**src/rtl/cmd_responder.sv**
```systemverilog
`default_nettype none
// ============================================================================
// Module   : cmd_responder
// Purpose  : UART-style command receiver and response transmitter.
//            RX frames (start, 8 data LSB first, stop) are assembled in pairs
//            into a 16-bit command: the first byte goes to cmd[15:8] and the
//            second to cmd[7:0], after which cmd_rdy is raised. An independent
//            transmitter serialises a single response byte on TX.
// Ports    : clk          - system clock, rising edge
//            rst_n        - asynchronous active-low reset
//            RX           - serial command input (idles high)
//            TX           - serial response output (idles high)
//            cmd[15:0]    - assembled command
//            cmd_rdy      - complete command held on cmd
//            clr_cmd_rdy  - consumer acknowledge, clears cmd_rdy
//            resp[7:0]    - response byte to transmit
//            send_resp    - one-cycle request to transmit resp
//            resp_sent    - one-cycle pulse at the end of the stop bit
// Params   : BAUD_DIV     - clocks per serial bit (>= 4)
//            TIMEOUT_CYC  - inter-byte timeout in clocks (CMD_TIMEOUT_EN only)
// Options  : CMD_TIMEOUT_EN - when defined, a half-assembled command is
//            abandoned after TIMEOUT_CYC clocks without a good byte.
// Revision : 1.0 - initial release
// ============================================================================
module cmd_responder #(
    parameter int BAUD_DIV    = 5208,
    parameter int TIMEOUT_CYC = 1000000
) (
    input  logic        clk,
    input  logic        rst_n,
    input  logic        RX,
    output logic        TX,
    output logic [15:0] cmd,
    output logic        cmd_rdy,
    input  logic        clr_cmd_rdy,
    input  logic [7:0]  resp,
    input  logic        send_resp,
    output logic        resp_sent
);

    // ------------------------------------------------------------------------
    // Constants
    // ------------------------------------------------------------------------
    localparam int                 c_CNT_W     = (BAUD_DIV > 2) ? $clog2(BAUD_DIV) : 1;
    localparam logic [c_CNT_W-1:0] c_BAUD_LAST = c_CNT_W'(BAUD_DIV - 1);
    // First RX sample lands half a bit after the falling edge was seen.
    localparam logic [c_CNT_W-1:0] c_HALF_LAST = c_CNT_W'(BAUD_DIV / 2 - 1);
    localparam logic [3:0]         c_STOP_IDX  = 4'd9;

    if (BAUD_DIV < 4 || TIMEOUT_CYC < 1) begin : g_param_check
        $error("cmd_responder: BAUD_DIV must be >= 4 and TIMEOUT_CYC >= 1");
    end

    typedef enum logic [0:0] {RX_IDLE = 1'b0, RX_RECV = 1'b1} rx_state_t;
    typedef enum logic [0:0] {TX_IDLE = 1'b0, TX_XMIT = 1'b1} tx_state_t;
    typedef enum logic [0:0] {ASM_HIGH = 1'b0, ASM_LOW = 1'b1} asm_state_t;

    // ------------------------------------------------------------------------
    // RX synchroniser (resets to the idle level so reset never looks like a
    // start bit)
    // ------------------------------------------------------------------------
    logic rx_meta_q;
    logic rx_sync_q;

    always_ff @(posedge clk or negedge rst_n) begin
        if (!rst_n) begin
            rx_meta_q <= 1'b1;
            rx_sync_q <= 1'b1;
        end else begin
            rx_meta_q <= RX;
            rx_sync_q <= rx_meta_q;
        end
    end

    // ------------------------------------------------------------------------
    // Receiver FSM. rx_bit_q indexes the frame: 0 = start, 1..8 = data,
    // 9 = stop. rx_cnt_q counts down to the next mid-bit sample.
    // ------------------------------------------------------------------------
    rx_state_t          rx_state_q;
    logic [c_CNT_W-1:0] rx_cnt_q;
    logic [3:0]         rx_bit_q;
    logic [7:0]         rx_shift_q;
    logic               w_rx_tick;
    logic               w_byte_good;

    assign w_rx_tick   = (rx_state_q == RX_RECV) && (rx_cnt_q == '0);
    // A good byte is reported in the same cycle the stop bit is sampled high.
    assign w_byte_good = w_rx_tick && (rx_bit_q == c_STOP_IDX) && rx_sync_q;

    always_ff @(posedge clk or negedge rst_n) begin
        if (!rst_n) begin
            rx_state_q <= RX_IDLE;
            rx_cnt_q   <= '0;
            rx_bit_q   <= '0;
            rx_shift_q <= '0;
        end else begin
            case (rx_state_q)
                RX_IDLE: begin
                    if (!rx_sync_q) begin
                        rx_state_q <= RX_RECV;
                        rx_cnt_q   <= c_HALF_LAST;
                        rx_bit_q   <= '0;
                    end
                end
                RX_RECV: begin
                    if (rx_cnt_q != '0) begin
                        rx_cnt_q <= rx_cnt_q - 1'b1;
                    end else begin
                        rx_cnt_q <= c_BAUD_LAST;
                        rx_bit_q <= rx_bit_q + 1'b1;
                        if (rx_bit_q == 4'd0) begin
                            // Line back high at mid start bit: glitch, not a frame.
                            if (rx_sync_q) begin
                                rx_state_q <= RX_IDLE;
                            end
                        end else if (rx_bit_q == c_STOP_IDX) begin
                            rx_state_q <= RX_IDLE;
                        end else begin
                            rx_shift_q <= {rx_sync_q, rx_shift_q[7:1]};
                        end
                    end
                end
                default: rx_state_q <= RX_IDLE;
            endcase
        end
    end

    // ------------------------------------------------------------------------
    // Optional inter-byte timeout: only exists when CMD_TIMEOUT_EN is defined.
    // ------------------------------------------------------------------------
    asm_state_t asm_state_q;

`ifdef CMD_TIMEOUT_EN
    localparam int                c_TO_W    = (TIMEOUT_CYC > 1) ? $clog2(TIMEOUT_CYC) : 1;
    localparam logic [c_TO_W-1:0] c_TO_LAST = c_TO_W'(TIMEOUT_CYC - 1);

    logic [c_TO_W-1:0] to_cnt_q;
    logic              w_timeout;

    assign w_timeout = (asm_state_q == ASM_LOW) && !w_byte_good && (to_cnt_q == c_TO_LAST);

    always_ff @(posedge clk or negedge rst_n) begin
        if (!rst_n) begin
            to_cnt_q <= '0;
        end else if ((asm_state_q != ASM_LOW) || w_byte_good || w_timeout) begin
            to_cnt_q <= '0;
        end else begin
            to_cnt_q <= to_cnt_q + 1'b1;
        end
    end
`endif

    // ------------------------------------------------------------------------
    // Byte assembly and command-ready flag. The set/clear on a byte event is
    // written after the acknowledge so that a same-cycle set wins.
    // ------------------------------------------------------------------------
    logic [15:0] cmd_q;
    logic        cmd_rdy_q;

    always_ff @(posedge clk or negedge rst_n) begin
        if (!rst_n) begin
            asm_state_q <= ASM_HIGH;
            cmd_q       <= '0;
            cmd_rdy_q   <= 1'b0;
        end else begin
            if (clr_cmd_rdy) begin
                cmd_rdy_q <= 1'b0;
            end
            if (w_byte_good) begin
                if (asm_state_q == ASM_HIGH) begin
                    cmd_q[15:8] <= rx_shift_q;
                    asm_state_q <= ASM_LOW;
                    cmd_rdy_q   <= 1'b0;
                end else begin
                    cmd_q[7:0]  <= rx_shift_q;
                    asm_state_q <= ASM_HIGH;
                    cmd_rdy_q   <= 1'b1;
                end
            end
`ifdef CMD_TIMEOUT_EN
            else if (w_timeout) begin
                asm_state_q <= ASM_HIGH;
            end
`endif
        end
    end

    // ------------------------------------------------------------------------
    // Transmitter FSM. tx_bit_q: 0 = start, 1..8 = data, 9 = stop. The start
    // bit is driven directly on acceptance; tx_shift_q holds data + stop.
    // ------------------------------------------------------------------------
    tx_state_t          tx_state_q;
    logic [c_CNT_W-1:0] tx_cnt_q;
    logic [3:0]         tx_bit_q;
    logic [8:0]         tx_shift_q;
    logic               tx_q;
    logic               resp_sent_q;

    always_ff @(posedge clk or negedge rst_n) begin
        if (!rst_n) begin
            tx_state_q  <= TX_IDLE;
            tx_cnt_q    <= '0;
            tx_bit_q    <= '0;
            tx_shift_q  <= '0;
            tx_q        <= 1'b1;
            resp_sent_q <= 1'b0;
        end else begin
            resp_sent_q <= 1'b0;
            case (tx_state_q)
                TX_IDLE: begin
                    tx_q <= 1'b1;
                    if (send_resp) begin
                        tx_state_q <= TX_XMIT;
                        tx_shift_q <= {1'b1, resp};
                        tx_cnt_q   <= c_BAUD_LAST;
                        tx_bit_q   <= '0;
                        tx_q       <= 1'b0;
                    end
                end
                TX_XMIT: begin
                    if (tx_cnt_q != '0) begin
                        tx_cnt_q <= tx_cnt_q - 1'b1;
                    end else if (tx_bit_q == c_STOP_IDX) begin
                        tx_state_q  <= TX_IDLE;
                        resp_sent_q <= 1'b1;
                        tx_q        <= 1'b1;
                    end else begin
                        tx_cnt_q   <= c_BAUD_LAST;
                        tx_bit_q   <= tx_bit_q + 1'b1;
                        tx_q       <= tx_shift_q[0];
                        tx_shift_q <= {1'b1, tx_shift_q[8:1]};
                    end
                end
                default: tx_state_q <= TX_IDLE;
            endcase
        end
    end

    assign TX        = tx_q;
    assign cmd       = cmd_q;
    assign cmd_rdy   = cmd_rdy_q;
    assign resp_sent = resp_sent_q;

endmodule
`default_nettype wire

```
**config.mk**
```make
export PLATFORM = sky130hd
export DESIGN_NAME = cmd_responder
export DESIGN_NICKNAME = d
export VERILOG_FILES = /design/src/rtl/cmd_responder.sv
export SDC_FILE = /design/constraint.sdc
export NUM_CORES = 1
export LEC_CHECK = 0
export CAP_MARGIN = 10
export CORE_UTILIZATION = 40
export CTS_CLUSTER_DIAMETER = 100
export DETAILED_ROUTE_END_ITERATION = 7
export DONT_BUFFER_PORTS = 1
export PLACE_DENSITY = 0.58
export SETUP_SLACK_MARGIN = 0.5
export SYNTH_ARGS = -nofsm -noshare
export SYNTH_HDL_FRONTEND = slang
export SYNTH_SLANG_ARGS = --single-unit
```
**constraint.sdc**
```tcl
create_clock -name clk -period 2.8 [get_ports clk]
set_clock_uncertainty 0.2 [all_clocks]
set_input_delay 0.56 -clock clk [delete_from_list [all_inputs] [get_ports clk]]
set_output_delay 0.56 -clock clk [all_outputs]
set_load 0.02 [all_outputs]
```
# After elaboration in Yosys (flattened, before gate mapping)
# Cells that the tools add are included.
# word_totals
regBits	75
latch_bits	0
mem_bits_rw	0
rom_bits	0
inputBits	13
out_inout_bits	19
wordCells	86
mem_count	0
# op_classes
add_sub_neg	4
n_mul	0
div	0
n_lt_le_gt_ge	0
eq_ne	8
n_shift	0
n_mux	38
bitwise_logic	6
reduce_logical	14
# op_table
op	n
two-way mux 13 bit	5
case mux 13 bit (2 select lines)	2
two-way mux 9 bit	3
nonzero test 13 bit	2
subtractor 13 x 1 -> 13 bit (second input constant)	2
two-way mux 4 bit	5
case mux 9 bit (2 select lines)	1
two-way mux 1 bit	17
case mux 4 bit (2 select lines)	2
zero test 13 bit	1
!= test 2 bit (second input constant)	5
adder 4 x 1 -> 4 bit (second input constant)	2
== test 4 bit (second input constant)	2
AND reduction 2 bit	4
NOT 1 bit	6
case mux 1 bit (2 select lines)	3
zero test 4 bit	1
AND reduction 4 bit	1
logical AND 1 bit	3
!= test 3 bit (second input constant)	1
AND reduction 3 bit	1
nonzero test 2 bit	1

# Longest topological paths before layout
# depth
ltp_word	5
depth_mapped	8
mapped_depth_nobuf	7

# Least setup slack after synthesis
# No wires, ideal clock.
# synth_timing
path_kind	reg2reg
startpoint	register rx_cnt_q[0]
endpoint	register cmd_q[0], in the netlist cmd[0]
setup_ns	0.125
arrival_time_ns	2.449
required_ns	2.475
path_slack_ns	0.026
stages_incl_launch_ff	9
n_path_buf	1
period_less_slack_ns	2.774
cell_sequence	dfrtp_1 inv_1 ha_1 or4b_1 or3_1 or2_1 buf_2 nor3_4 mux2_2
# synth_via
elab_chain_cells	5
# synth_rtl
item	line_no	rtl
start, declared	80	logic [c_CNT_W-1:0] rx_cnt_q;
start signal, assigned	101	rx_cnt_q <= c_HALF_LAST;
start signal, assigned	107	rx_cnt_q <= rx_cnt_q - 1'b1;
start signal, assigned	109	rx_cnt_q <= c_BAUD_LAST;
zero test 13 bit	86	assign w_rx_tick = (rx_state_q == RX_RECV) && (rx_cnt_q == '0);
logical AND 1 bit	86	
logical AND 1 bit (2 in a row)	88	assign w_byte_good = w_rx_tick && (rx_bit_q == c_STOP_IDX) && rx_sync_q;
AND reduction 2 bit (no source line)	--	
end signal, assigned	175	cmd_q[7:0] <= rx_shift_q;
end, declared	157	logic [15:0] cmd_q;
# No other way between the ends.
# A chain may end at the register's enable or synchronous reset.

# Worst setup path after layout
# layout_timing
startpoint	register rx_cnt_q[0]
endpoint	register cmd_q[14], in the netlist cmd[14]
# Same word-level chain as after synthesis.

==> results.md <==
- Status: complete, but fails checks
- Failing checks: hold timing
- Layout cells sized above 1: 42.42%
- CTS clk-pin slew, worst paths: 90 ps
- Seq/Total Area, Yosys: 53.09%
- Core area: 0.008382 sq mm
- Worst Max-Slew Pin Slew: around 570 ps
- Iter 0 DRT Violations: 140
- Worst Path Arrival: 2810 ps
- CP Cell Sequence: inv_2 -> ha_4 -> or4b_4 -> or3_4 -> or2_4 -> or3_4 -> buf_6 -> mux2_4
- DR vias: 2648
- Filler cells: 685
- DIE WIDTH: 96.10 microns
- Vias/cell: between 5 and 6
- Pre-antenna DRT Iters: 4
- Yosys reg bits: 75
- Hold Buf Count CTS: 1
- Setup Crit Path Kind: flop to flop
- Count leader, synth: dfrtp_1
- Remaining global-route overflow: 0
- Synth top area share: 50.87%
- Synth area leaders: dfrtp_1 (51%), mux2_2 (4.5%), o21ai_0 (3.8%)
- Routability congestion estimate: 0.7885
- Final setup fails: 0
- CTS Buf Count: 9
- Die footprint: 0.009235 sq mm
- Crit Path Max Fanout: 5
- Multi-input logic area: 0.001936 sq mm
- Final worst slack: 18.09 ps
- IO Port Bufs: 0
- Pre-CTS setup slack: -19.14 ps
- Max-slew violations: 0
- Max-slew headroom: 61.64%
- Post-synth EDFFs: 0
- CP Launch Type: flop
- Cells after Synth: about 320
- Initial Utilization: 42.26%
- IO Pins: 32
- Clock sinks: 75
- Most used cell, CP: or3_4
- Leakage: 2.247 nW
- Die height: 96.10 microns
- H-tree Lvls: 3
- Hold Vio Cnt, Final: between 70 and 80
- Worst-Skew Late Latency: 340 ps
- Total GRT Usage: 18.34%
- Root Driver: clkbuf_8
- # DRC: 0
- Ant diodes: 0
- RSZ-0062 raised after global routing: yes
- Min Hold Slack: -295.9 ps
- Distinct cells, synth: 47
- Cell area after synthesis: between 0.003 and 0.004 sq mm
- Largest net degree at the start of global routing: between 70 and 80
- CP Data Required Time: 2830 ps
- YS warnings: 0
- Row cnt: 33
- Pwr Total: a little under 3 mW
- Net count, final: 406
- CP Buf/Inv Count: 2
- CP max-delay cell: or4b_4
- Delay-heaviest family, CP: simple AND/OR/NAND/NOR gates
- VDD IR-drop max: 325.4 uV
- Initial antenna violation count: 0
- Number of global-route vias before repair: 2668
- Crit share post-route: 99.35%
- Max Fclk: 359.5 MHz
- Area growth from synthesis to layout: 39.84%
- Drt wl/cell: 16.17 microns
- Clock tree buffer depth: 2
- Seq. cell area: 0.001883 sq mm
- Antenna-violating nets left: 0
- Max incr delay on CP: 450 ps
- CP Capture Type: flop
- Top_reg_cell synth: dfrtp_1
- Min Tclk post-route: 2782 ps
- Commonest cells post-synth: dfrtp_1 (72), nor2_1 (30), o21ai_0 (27), nand2_1 (22), a21oi_1 (15)
- Asr flop ratio synth: 100.0%
- Avg Cell Area, Syn: 10.97 sq um
- Min-Delay Path Class: primary input to asynchronous set/reset pin
- First-pass GRT wire length: 12.88 mm
- Net count after synthesis: 345
- CTS tree: done
- Pwr per Cell Area: 584.7 mW/mm^2
- Detailed placer's ending HPWL: 4.483 mm
- Max_cap viols: 0
- Routed WL: 7.987 mm
- Area leader, netlist: dfrtp_1
==> metrics by stage <==
step           std cells  setup TNS (ps)  utilization (%)  cell area [sq um]
2_1_floorplan        323               0                -               3586
3_3_place_gp         434               0            45.56               3819
3_5_place_dp         434          -72.40            45.56               3819
4_1_cts              479               0            54.34               4554
5_1_grt              494           -1026            59.10               4954
6_report             494               0            59.10               4954
==> sequential cells by signal, summed over array words and instances, names as in the netlist, 4 cells and up <==
signal      count
cmd            16
tx_bit_q        4
rx_bit_q        4
tx_shift_q      9
tx_cnt_q       13
rx_cnt_q       13
rx_shift_q      8
==> what timing repair did <==
action,4_1_cts,5_1_grt
pin swaps,6,19
resized for setup,50,70
setup endpoints to repair,64,68
gates cloned,3,2
setup buffers,25,13
endpoints found under the hold margin,76,75
==> cells in the final DEF (no fill, tap or decap), types with 8 or more instances in the layout <==
| cell | instances |
|---|---|
| o21ai_0 | 20 |
| nand2_1 | 20 |
| mux2i_1 | 9 |
| nor2_1 | 23 |
| a21oi_2 | 11 |
| buf_4 | 31 |
| a31oi_1 | 10 |
| buf_6 | 24 |
| dfrtp_1 | 70 |
| clkbuf_8 | 9 |
| xnor2_1 | 8 |
| mux2_4 | 25 |
==> worst paths after layout <==
kind / from / end / slack, ps / depth (start not counted)
max in group asynchronous: rst_n / rx_sync_q / 2510 / 0
min in group clk: rx_meta_q / rx_sync_q / 160 / 0
min: rst_n / rx_cnt_q[12] / -300 / 0
max reg2reg: rx_cnt_q[0] / cmd[14] / 20 / 8
max: rx_cnt_q[0] / cmd[14] / 20 / 8
min reg2reg: rx_meta_q / rx_sync_q / 160 / 0
==> area by class of cell <==
class	count	share of cell area (%)
Multi-Input combinational cell	224	39.08
Sequential cell	75	38.01
Timing Repair Buffer	64	14.04
Clock inverter	7	2.955
Tap cell	105	2.652
Clock buffer	9	2.501
Inverter	10	0.7578
==> power by group <==
group          switching (mW)  leakage (nW)  internal (mW)
Clock                   0.425         0.134          0.690
Combinational           0.207          1.19          0.251
Sequential              0.128         0.921           1.19
Total                   0.760          2.25           2.14
==> layer usage <==
layer  global-route usage, %  up-vias  part of all wire (%)
li1                        -     1282                     -
met1                   24.33     1318                    47
met5                       0        -                     0
met3                   3.791        6                   2.8
met2                   29.85       42                    49
met4                   6.095        0                   1.0
==> logic make-up after synthesis <==
group,share of synthesized area [%]
simple gates,14.91
flops,53.09
compound gates,12.01
mux,11.34
buf+inv,2.755
xor+xnor,2.720
fa+ha+maj,3.179
Power figures use the tool's default switching activity.
